File: src/rtl/requantize_sat_pkg.sv
`default_nettype none
// ---------------------------------------------------------------------------
// requantize_sat_pkg : sample/accumulator format constants for the IIR datapath
// Revision 1.0
// ---------------------------------------------------------------------------
package requantize_sat_pkg;

  localparam int FRAC_DEF = 16;
  localparam int INT_DEF  = 12;

  function automatic int sample_width(input int frac, input int intb);
    return frac + intb + 1;
  endfunction

  function automatic int acc_width(input int frac, input int intb);
    return 2 * (frac + intb) + 1;
  endfunction

  localparam int SW_DEF = sample_width(FRAC_DEF, INT_DEF);
  localparam int AW_DEF = acc_width(FRAC_DEF, INT_DEF);

  localparam logic [SW_DEF-1:0] SAMPLE_MAX = {1'b0, {(SW_DEF-1){1'b1}}};
  localparam logic [SW_DEF-1:0] SAMPLE_MIN = {1'b1, {(SW_DEF-1){1'b0}}};

endpackage
`default_nettype wire

File: src/rtl/requantize_sat_round_sat.sv
`default_nettype none
// ---------------------------------------------------------------------------
// requantize_sat_round_sat : clip a shifted signed value into an SW-bit sample
// Revision 1.0
// ---------------------------------------------------------------------------
module requantize_sat_round_sat
  import requantize_sat_pkg::*;
#(
  parameter int IW = AW_DEF + 1 - FRAC_DEF,
  parameter int SW = SW_DEF
) (
  input  logic [IW-1:0] val_in,
  output logic [SW-1:0] val_out,
  output logic          sat
);

  localparam logic [SW-1:0] POS_LIMIT = {1'b0, {(SW-1){1'b1}}};
  localparam logic [SW-1:0] NEG_LIMIT = {1'b1, {(SW-1){1'b0}}};

  logic fits;

  // The value fits when every bit above the sample sign bit repeats the sign.
  always_comb begin
    fits = (val_in[IW-1:SW-1] == {(IW-SW+1){val_in[IW-1]}});
    sat  = ~fits;
    if (fits) begin
      val_out = val_in[SW-1:0];
    end else if (val_in[IW-1]) begin
      val_out = NEG_LIMIT;
    end else begin
      val_out = POS_LIMIT;
    end
  end

endmodule
`default_nettype wire

File: src/rtl/requantize_sat.sv
`default_nettype none
// ---------------------------------------------------------------------------
// requantize_sat : round-half-up + saturate accumulator to sample, 2-stage pipe
// Optional saturation counter/sticky enabled by macro SAT_COUNT_EN. Rev 1.0
// ---------------------------------------------------------------------------
module requantize_sat
  import requantize_sat_pkg::*;
#(
  parameter int FRAC = FRAC_DEF,
  parameter int INT  = INT_DEF
) (
  input  logic                    aclk,
  input  logic                    aresetn,
  input  logic [2*(FRAC+INT):0]   in_data,
  input  logic                    in_valid,
  output logic                    in_ready,
  output logic [FRAC+INT:0]       out_data,
  output logic                    out_valid,
  input  logic                    out_ready,
  output logic                    out_sat,
  input  logic                    sat_clr,
  output logic [15:0]             sat_count,
  output logic                    sat_sticky
);

  localparam int SW  = FRAC + INT + 1;
  localparam int AW  = 2 * (FRAC + INT) + 1;
  localparam int S1W = AW + 1 - FRAC;

  logic           en;
  logic [S1W-1:0] s1_q, s1_d;
  logic           s1_valid_q, s1_valid_d;
  logic [SW-1:0]  out_data_q, out_data_d;
  logic           out_sat_q, out_sat_d;
  logic           out_valid_q, out_valid_d;
  logic [SW-1:0]  rs_data;
  logic           rs_sat;
  logic [FRAC-2:0] unused_frac_lsbs;

  // Adding half an LSB only carries into the kept bits when bit FRAC-1 is set,
  // so the lower fraction bits never influence the result.
  assign unused_frac_lsbs = in_data[FRAC-2:0];

  always_comb begin
    en          = ~out_valid_q | out_ready;
    s1_d        = s1_q;
    s1_valid_d  = s1_valid_q;
    out_data_d  = out_data_q;
    out_sat_d   = out_sat_q;
    out_valid_d = out_valid_q;
    if (en) begin
      s1_d        = {in_data[AW-1], in_data[AW-1:FRAC]}
                  + {{(S1W-1){1'b0}}, in_data[FRAC-1]};
      s1_valid_d  = in_valid;
      out_data_d  = rs_data;
      out_sat_d   = rs_sat;
      out_valid_d = s1_valid_q;
    end
  end

  requantize_sat_round_sat #(
    .IW (S1W),
    .SW (SW)
  ) u_round_sat (
    .val_in  (s1_q),
    .val_out (rs_data),
    .sat     (rs_sat)
  );

  always_ff @(posedge aclk or negedge aresetn) begin
    if (!aresetn) begin
      s1_q        <= '0;
      s1_valid_q  <= 1'b0;
      out_data_q  <= '0;
      out_sat_q   <= 1'b0;
      out_valid_q <= 1'b0;
    end else begin
      s1_q        <= s1_d;
      s1_valid_q  <= s1_valid_d;
      out_data_q  <= out_data_d;
      out_sat_q   <= out_sat_d;
      out_valid_q <= out_valid_d;
    end
  end

  assign in_ready  = en;
  assign out_data  = out_data_q;
  assign out_sat   = out_sat_q;
  assign out_valid = out_valid_q;

`ifdef SAT_COUNT_EN
  logic [15:0] sat_count_q, sat_count_d;
  logic        sat_sticky_q, sat_sticky_d;

  // Clear takes priority over a saturating transfer in the same cycle.
  always_comb begin
    sat_count_d  = sat_count_q;
    sat_sticky_d = sat_sticky_q;
    if (sat_clr) begin
      sat_count_d  = '0;
      sat_sticky_d = 1'b0;
    end else if (out_valid_q & out_ready & out_sat_q) begin
      sat_sticky_d = 1'b1;
      if (sat_count_q != 16'hFFFF) begin
        sat_count_d = sat_count_q + 16'd1;
      end
    end
  end

  always_ff @(posedge aclk or negedge aresetn) begin
    if (!aresetn) begin
      sat_count_q  <= '0;
      sat_sticky_q <= 1'b0;
    end else begin
      sat_count_q  <= sat_count_d;
      sat_sticky_q <= sat_sticky_d;
    end
  end

  assign sat_count  = sat_count_q;
  assign sat_sticky = sat_sticky_q;
`else
  logic unused_sat_clr;

  assign unused_sat_clr = sat_clr;
  assign sat_count      = '0;
  assign sat_sticky     = 1'b0;
`endif

endmodule
`default_nettype wire

File: config.mk
export PLATFORM = sky130hd
export DESIGN_NAME = requantize_sat
export DESIGN_NICKNAME = d
export VERILOG_FILES = /design/src/rtl/requantize_sat_pkg.sv /design/src/rtl/requantize_sat_round_sat.sv /design/src/rtl/requantize_sat.sv
export SDC_FILE = /design/constraint.sdc
export NUM_CORES = 1
export LEC_CHECK = 0
export CAP_MARGIN = 20
export CORE_ASPECT_RATIO = 0.8
export CORE_MARGIN = 3
export CORE_UTILIZATION = 44
export CTS_CLUSTER_DIAMETER = 200
export DETAILED_ROUTE_END_ITERATION = 16
export MAX_ROUTING_LAYER = met4
export PLACE_DENSITY = 0.77
export SLEW_MARGIN = 15
export SYNTH_ARGS = -nofsm -noshare
export SYNTH_HDL_FRONTEND = slang
export SYNTH_SLANG_ARGS = --single-unit
File: constraint.sdc
create_clock -name aclk -period 1.9 [get_ports aclk]
set_input_delay 0.285 -clock aclk [delete_from_list [all_inputs] [get_ports aclk]]
set_output_delay 0.285 -clock aclk [all_outputs]
set_load 0.05 [all_outputs]
---- Yosys cells after proc, flatten, opt, wreduce, memory -nomap -nowiden ----
Cells that the tools add are included.
storage, ports and cells
  bits in registers ....................... 74
  bits of input ports ..................... 62
  output and inout bits ................... 49
  word-level logic and storage cells ...... 12
operators by class
  add/sub/neg operators ................... 1
  equal/unequal tests ..................... 1
  mux-type cells .......................... 2
  bitwise logic cells ..................... 3
operator list
  operator         count
  $mux W29         2
  $add A41 B2 Y42  1
  $eq A13 B13 Y1   1
  $not A1 Y1       2
  $or A1 B1 Y1     1

---- Logic depth before layout (Yosys ltp) ----
Gate-level depths: netlist of the first run.
  depth after elaboration ................. 2
  mapped depth ............................ 7

---- Modules after synthesis ----
A second synthesis of the first run with hierarchy kept.
second synthesis, totals
  cell total of the unflattened synthesis .. 459
  area, all modules ....................... 4033.9 um^2
modules (own cells, without submodules)
  module                    instances  cells each  area an instance (um^2)
  requantize_sat            1          411         3672.3
  requantize_sat_round_sat  1          48          361.6

---- Least setup slack after synthesis of the first run ----
OpenSTA, ideal clock, no wires.
  kind .................................... reg-to-reg
  start ................................... register out_valid_q, in the netlist out_valid
  end ..................................... register s1_q[19]
  data arrival time ....................... 1.968 ns
  data required time ...................... 1.731 ns
  setup slack ............................. -0.238 ns
  stages on the path, launching flop included .. 6
  clock period less this slack ............ 2.138 ns
  cells stage by stage .................... dfrtp_1 -> nor2b_1 -> inv_1 -> clkbuf_1 -> clkbuf_1 -> a31oi_1
between the ends
  longest elaborated chain between the ends .. 2
RTL lines
  item                      line                  RTL
  start: declaration        requantize_sat.sv:35  logic out_valid_q, out_valid_d;
  start signal: assignment  requantize_sat.sv:82  out_valid_q <= out_valid_d;
  $not A1 Y1                requantize_sat.sv:45  en = ~out_valid_q | out_ready;
  $or A1 B1 Y1              requantize_sat.sv:45
  via in_ready              requantize_sat.sv:16  output logic in_ready,
  end signal: assignment    requantize_sat.sv:72  s1_q <= '0;
  end signal: assignment    requantize_sat.sv:78  s1_q <= s1_d;
  end: declaration          requantize_sat.sv:31  logic [S1W-1:0] s1_q, s1_d;
The timed path passes the listed nets, and every way through them passes these cells.
A chain may end at the register's enable or synchronous reset.

---- Final worst setup path of the first run ----
  start ................................... input out_ready
  end ..................................... output in_ready
between the ends
  longest elaborated chain between the ends .. 1
RTL lines
  item                line                  RTL
  start: declaration  requantize_sat.sv:19  input logic out_ready,
  $or A1 B1 Y1        requantize_sat.sv:45
  end: declaration    requantize_sat.sv:16
No other way between the ends.

==> metrics.txt, run 1 <==
synthesis-to-finish area growth 45.03%; Final Skew 0.006961 ns; Clk pin slew, worst setup/hold paths 0.06 ns; CTS Buf Count 9; n_diodes 0; worst path required time ~1.6 ns; die area 10430 um^2; FF+latch count, synth 74; fmax about 0.54 GHz; YS warnings 0; pin count of the biggest net entering global routing 57; Worst setup SP type input pin; combinational power share 30.5%; ratio of final minimum period to clock period 97.82%; sequential cell area fraction in the yosys report 45.58%; worst-margin pin slew 0.5693 ns; Flop pwr share 37.5%; CP Cell Sequence clkdlybuf4s50_1 > nor2b_4 > buf_4 > inv_2 > buf_12 > buf_4; final RePlAce weighted congestion ~0.85; clk_lat worst skew 0.33 ns; final hold viol count 0; # DRC 0; met1 Use GR 32.34%; maxcap violations 0; via count 4151; met2 capacity usage during global routing 35.80%; reg-to-reg slack, setup 0.12 ns; final slew viol count 0; crit path max fanout 24; Synth Instances around 460; Overall Global Routing Usage a little under a quarter; H-Tree Depth 3; busiest grt layer met2; Simple-Gate Fraction of Synth Area between 20 and 30%; final net count 669; min Tclk post-route 1.859 ns; die width 113.4 um; post-synth design cell area 4063 um^2; clock power share 32.1%; DIE HEIGHT between 90 and 100 um; crit-path max cell delay 0.50 ns; slowest stage cell, crit path clkdlybuf4s50_1; area share of xor/xnor cells in the synthesized design 3.018%; RSZ-0062 raised after global routing no; port bufs 77; Routed wire per std cell roughly 17 um; status complete, no violations; DRT Pass-1 Iters 6; most common cell in the netlist nand2_1; main flop type after synthesis dfrtp_1; Synth top area share 45.58%; initial antenna violation count 0; Rel. slew slack 62.05%; Peak supply drop 0.8230 mV; WS Path Type in2out; I/O pins 111; switching part of the total power 35.12%; Critical Path Sink Type primary output; Congestion Overflow GR 0; clk buf depth 2; WP data arrival 1.57 ns; Post-Syn Area per Cell 8.794 um^2; largest family of logic cells by synthesized area simple AND/OR/NAND/NOR gates; final WL 12200 um; area taken by multi-input logic gates 2125 um^2; Core Footprint just under 9000 um^2; Post-synth top cells nand2_1, dfrtp_1, clkbuf_1, o211ai_1, nor2_1; Synth area leader dfrtp_1; Storage cell area 1852 um^2; Pleak 2.406 nW; Compound-Gate Fraction of Synth Area 16.45%; number of global-route vias before repair between 3000 and 4000; post-synthesis mux area share 1.263%; area share of fa/ha/maj cells after synthesis 0.6160%; vias per inst 5.749; clock sink total 74; fin area 5892 um^2; worst hold path class in2reg; Fillers ~700; synth top area cells dfrtp_1, nand2_1, o211ai_1; Post-synth EDFFs 0; Placed Instance Area roughly 5400 um^2; DR iter-0 viols 349; layout cell share with drive strength beyond 1 20.82%; P_sw about 0.0019 W; hpwl dp 8089 um; Final ANT Viol Nets 0; most frequent CP cell buf_4; first-pass GRT wire length 19350 um; Power Dens Cells 895.6 nW/um^2; Initial Util 46.45%; FP Rows 30; post-synth cell types 41; Power Internal 0.003424 W; M3 GR Usage 5.805%; setup violators final 0; CTS tree yes; Final Power between 0.005 and 0.006 W; post-synthesis async set-or-reset flop share 100.0%; Root Driver clkbuf_16
[power by group through the flow]
stage / logic, W / registers, W / clock network, W
finish: 0.00161 / 0.00198 / 0.00169
global route: 0.00171 / 0.00201 / 0.00178
CTS: 0.00159 / 0.00197 / 0.00171
detailed placement: 0.00157 / 0.00200 / 0
global placement: 0.00154 / 0.00199 / 0
floorplan: 0.000528 / 0.00241 / 0
[metal layers]
layer,wire length [um],vias up
met2,5692,177
li1,-,1947
met5,0,-
met3,941,16
met4,133,0
met1,5428,2011
[critical path: cells and delay by family]
kind,cells,cell delay (ns)
buf+inv,5,1.22
simple gates,1,0.06
[per-stage QoR]
step                setup WS [ns]  cells  util [%]  TNS [ns]  hold WS, ns
CTS                      0.004420    721     66.87         0       0.4395
finish                    0.04134    722     67.37         0       0.4475
global route             0.002621    722     67.37         0       0.4650
floorplan                -0.02465    478         -   -0.4930     -0.01059
detailed placement        -0.6158    698     62.05    -14.77       0.3187
global placement          -0.5534    698     62.05    -12.89       0.3103
[area by class of cell]
class                   instances  area share, %
repair buffers                162          24.65
multi-input cells             351          36.06
well taps                     112          2.378
flip-flops and latches         74          31.43
clock buffers                  10          3.886
inverters                       7         0.4460
clock inverters                 6          1.147
[placed cells by master (no fill, tap or decap), drive strengths merged, types with 3 or more instances in the layout]
cell type / instances
o31ai: 18
or4: 29
clkinv: 3
or3: 5
buf: 87
a31oi: 23
nor2: 27
xnor2: 7
clkbuf: 11
inv: 7
and2: 5
nor3: 3
xor2: 7
nor4: 5
nand4: 17
and3: 7
nand2: 89
dfrtp: 74
mux2i: 4
o211ai: 28
conb: 17
clkdlybuf4s50: 59
dlygate4sd2: 14
and4: 4
a21oi: 4
nand3: 18
o21ai: 21
[kinds of logic after synthesis]
group,count (synthesis)
simple gates,209
compound gates,100
flops,74
buf+inv,57
xor+xnor,14
mux,5
fa+ha+maj,2
other cells,1
[state kept, by name (all words and copies together), names as in the netlist]
| register | flops |
|---|---|
| out_sat | 1 |
| s1_q | 42 |
| out_data | 29 |
| s1_valid_q | 1 |
| out_valid | 1 |
[final timing paths]
check | from | endpoint | depth (start not counted)
setup / recovery | out_ready | in_ready | 6
hold / removal | in_data[35] | s1_q[19] | 3
setup reg to reg | s1_q[32] | out_data[0] | 5
hold reg to reg | s1_valid_q | out_valid | 1
max in group asynchronous | aresetn | out_data[10] | 3
min in group asynchronous | aresetn | out_valid | 2
[timing repair]
| action | 4_1_cts | 5_1_grt |
|---|---|---|
| cloned | 5 | 1 |
| pin swaps | 7 | 0 |
| resized for setup | 32 | 6 |
| buffers inserted | 1 | 0 |
| hold buffers | 1 | 0 |
| endpoints found under the hold margin | 41 | 0 |
| endpoints found under the setup margin | 26 | 23 |
(Power assumes the default switching activity.)
==> run 2, diff against run 1 <==
- CTS_CLUSTER_DIAMETER: 200 -> 150
- PLACE_DENSITY: 0.77 -> not set
- PLACE_DENSITY_LB_ADDON: not set -> 0.1
==> run 2 against run 1 <==
Critical path depth shrank 1. Total power down 0.98%. First-iteration DRC count rose by 17%. Worst setup slack worse by 0.0078 ns. Sequential power hardly changed.
==> metrics.txt, run 2 (synthesis results as in run 1) <==
status complete, no violations; crit-path max cell delay 0.60 ns (+0.10 ns); Hold Startpoint in_data[15]; Worst setup SP type input pin; Pleak 2.450 nW (+1.9%); max reg flops 42 (unchanged); via count 4111 (-0.96%); Reg with most FFs s1_q; final RePlAce weighted congestion 0.8533 (about the same); synthesis-to-finish area growth 46.17%; vias per inst 5.632 (-2.0%); RR Endpoint out_data[1]; WP data arrival 2.11 ns (+0.54 ns); clk buf depth 2 (unchanged); worst path required time 2.15 ns (+0.53 ns); clk_lat worst skew 0.33 ns (about the same); Critical Path Sink Type flop; H-Tree Depth 3 (unchanged); Congestion Overflow GR 0 (unchanged); Flop pwr share 37.7% (+0.2 points); Initial Util 46.45% (unchanged); Final Power 0.005225 W (-0.98%); Power Dens Cells 879.9 nW/um^2 (-1.8%); final WL 11950 um (-2.0%); setup tns final 0 ns (unchanged); Routed wire per std cell 16.37 um (-3.1%); worst hold path class in2reg; reg-to-reg slack, setup 0.11 ns (about the same); I/O pins 111 (unchanged); fmax 0.5358 GHz (-0.42%); final slew viol count 0 (unchanged); min Tclk post-route 1.866 ns (+0.007792 ns); Clk pin slew, worst setup/hold paths 0.06 ns (about the same); die width 113.4 um (unchanged); combinational power share 30.3% (-0.2 points); layout cell share with drive strength beyond 1 21.84% (+1.0 points); DRT Pass-1 Iters 5 (-1); Core Footprint 8746 um^2 (unchanged); n_diodes 0 (unchanged); port bufs 77 (unchanged); initial antenna violation count 0 (unchanged); most frequent cells in the layout buf_4, nand2_1, dfrtp_1; final net count 678 (+1.3%); CTS Buf Count 9 (unchanged); hpwl dp 8035 um (-0.67%); final hold viol count 0 (unchanged); Worst Reg-to-Reg Cells 5 (unchanged); CTS tree yes; Peak supply drop 0.5578 mV (-32%); Power Internal 0.003406 W (-0.51%); clock sink total 74 (unchanged); WS Path Type in2reg; setup violators final 0 (unchanged); number of global-route vias before repair 4030 (+1.9%); Rel. slew slack 62.23% (+0.18 points); most common cell after layout, fill and taps aside buf_4; Min Hold Slack 0.4456 ns (-0.001925 ns); slowest stage cell, crit path or4_4; # DRC 0 (unchanged); worst hold path endpoint s1_q[0]; FP Rows 30 (unchanged); CP Cell Sequence dlygate4sd2_1 > nand3_4 > or4_4 > or4_1 > a31oi_1; Final Core Density 67.90% (+0.53 points); Final ANT Viol Nets 0 (unchanged); first-pass GRT wire length 19850 um (+2.6%); Root Driver clkbuf_16; dpl cells 705 (+1.0%); crit path max fanout 6 (-75%); switching part of the total power 34.81% (-0.31 points); Hold Path Stages 4 (+1); DIE HEIGHT 91.95 um (unchanged); worst-margin pin slew 0.5666 ns (-0.002656 ns); Layout Cells excl Fill 730 (+1.1%); origin of the critical flop-to-flop path s1_q[32]; ratio of final minimum period to clock period 98.23% (+0.41 points); maxcap violations 0 (unchanged); pin count of the biggest net entering global routing 49 (-14%); Overall Global Routing Usage 24.41% (+0.82 points); P_sw 0.001819 W (-1.8%); die area 10430 um^2 (unchanged); Final Skew 0.007901 ns (+0.0009404 ns); DR iter-0 viols 407 (+17%); clock power share 32.0% (about the same)
[run 2: cell type report]
type                       count  area [um^2]
fill                         736         2808
multi-input combinational    351         2132
sequential                    74         1852
timing repair buffer         171         1495
clock buffer                   9        225.2
tap                          112        140.1
clock inverter                 6        67.56
inverter                       7        26.28
[run 2: metal layers]
metal | GRT usage [%] | share of wire, % | vias up
met5 | - | 0 | -
met4 | 6.507 | 1.0 | 0
met3 | 4.617 | 6.8 | 19
met2 | 38.56 | 46 | 163
met1 | 32.47 | 46 | 1956
li1 | - | - | 1973
[run 2: worst max-delay path by stage]
stage                startpoint  slack, ns            to
floorplan              s1_q[32]      -0.02  out_data[10]
finish              in_data[27]       0.03      s1_q[33]
detailed placement  in_data[27]      -0.65      s1_q[26]
global placement    in_data[27]      -0.59      s1_q[35]
global route        in_data[19]    -0.0009      s1_q[32]
CTS                 in_data[20]      0.006      s1_q[18]
[run 2: worst max-delay path, delay by kind of cell]
kind	cells	cell delay, ns
and+or+nand+nor	3	1.31
AOI/OAI and AO/OA	1	0.21
buffers and inverters	1	0.31
[run 2: per-stage QoR]
stage / cell area [um^2] / setup WS [ns]
after global routing: 5938 / -0.0008733
final: 5938 / 0.03355
after global placement: 5466 / -0.5895
after floorplan: 4124 / -0.02465
after detailed placement: 5466 / -0.6505
after CTS: 5893 / 0.005692
[run 2: timing repair]
action	CTS	global route
resized for setup	32	7
buffers inserted	2	3
pin swaps	8	3
endpoints found under the hold margin	39	0
setup endpoints to repair	24	28
gates cloned	4	0
hold buffers	1	0
[run 2: power by group through the flow]
stage	Sequential [W]	Combinational (W)	Clock, W
3_5_place_dp	0.00199	0.00157	0
4_1_cts	0.00197	0.00158	0.00169
3_3_place_gp	0.00199	0.00154	0
5_1_grt	0.00200	0.00169	0.00178
2_1_floorplan	0.00241	0.000528	0
6_report	0.00197	0.00158	0.00167
==> run 3, diff against run 2 <==
- CAP_MARGIN: 20 -> not set
==> results of run 3 <==
The final DEF is identical to that of run 2; final timing and power are the same.
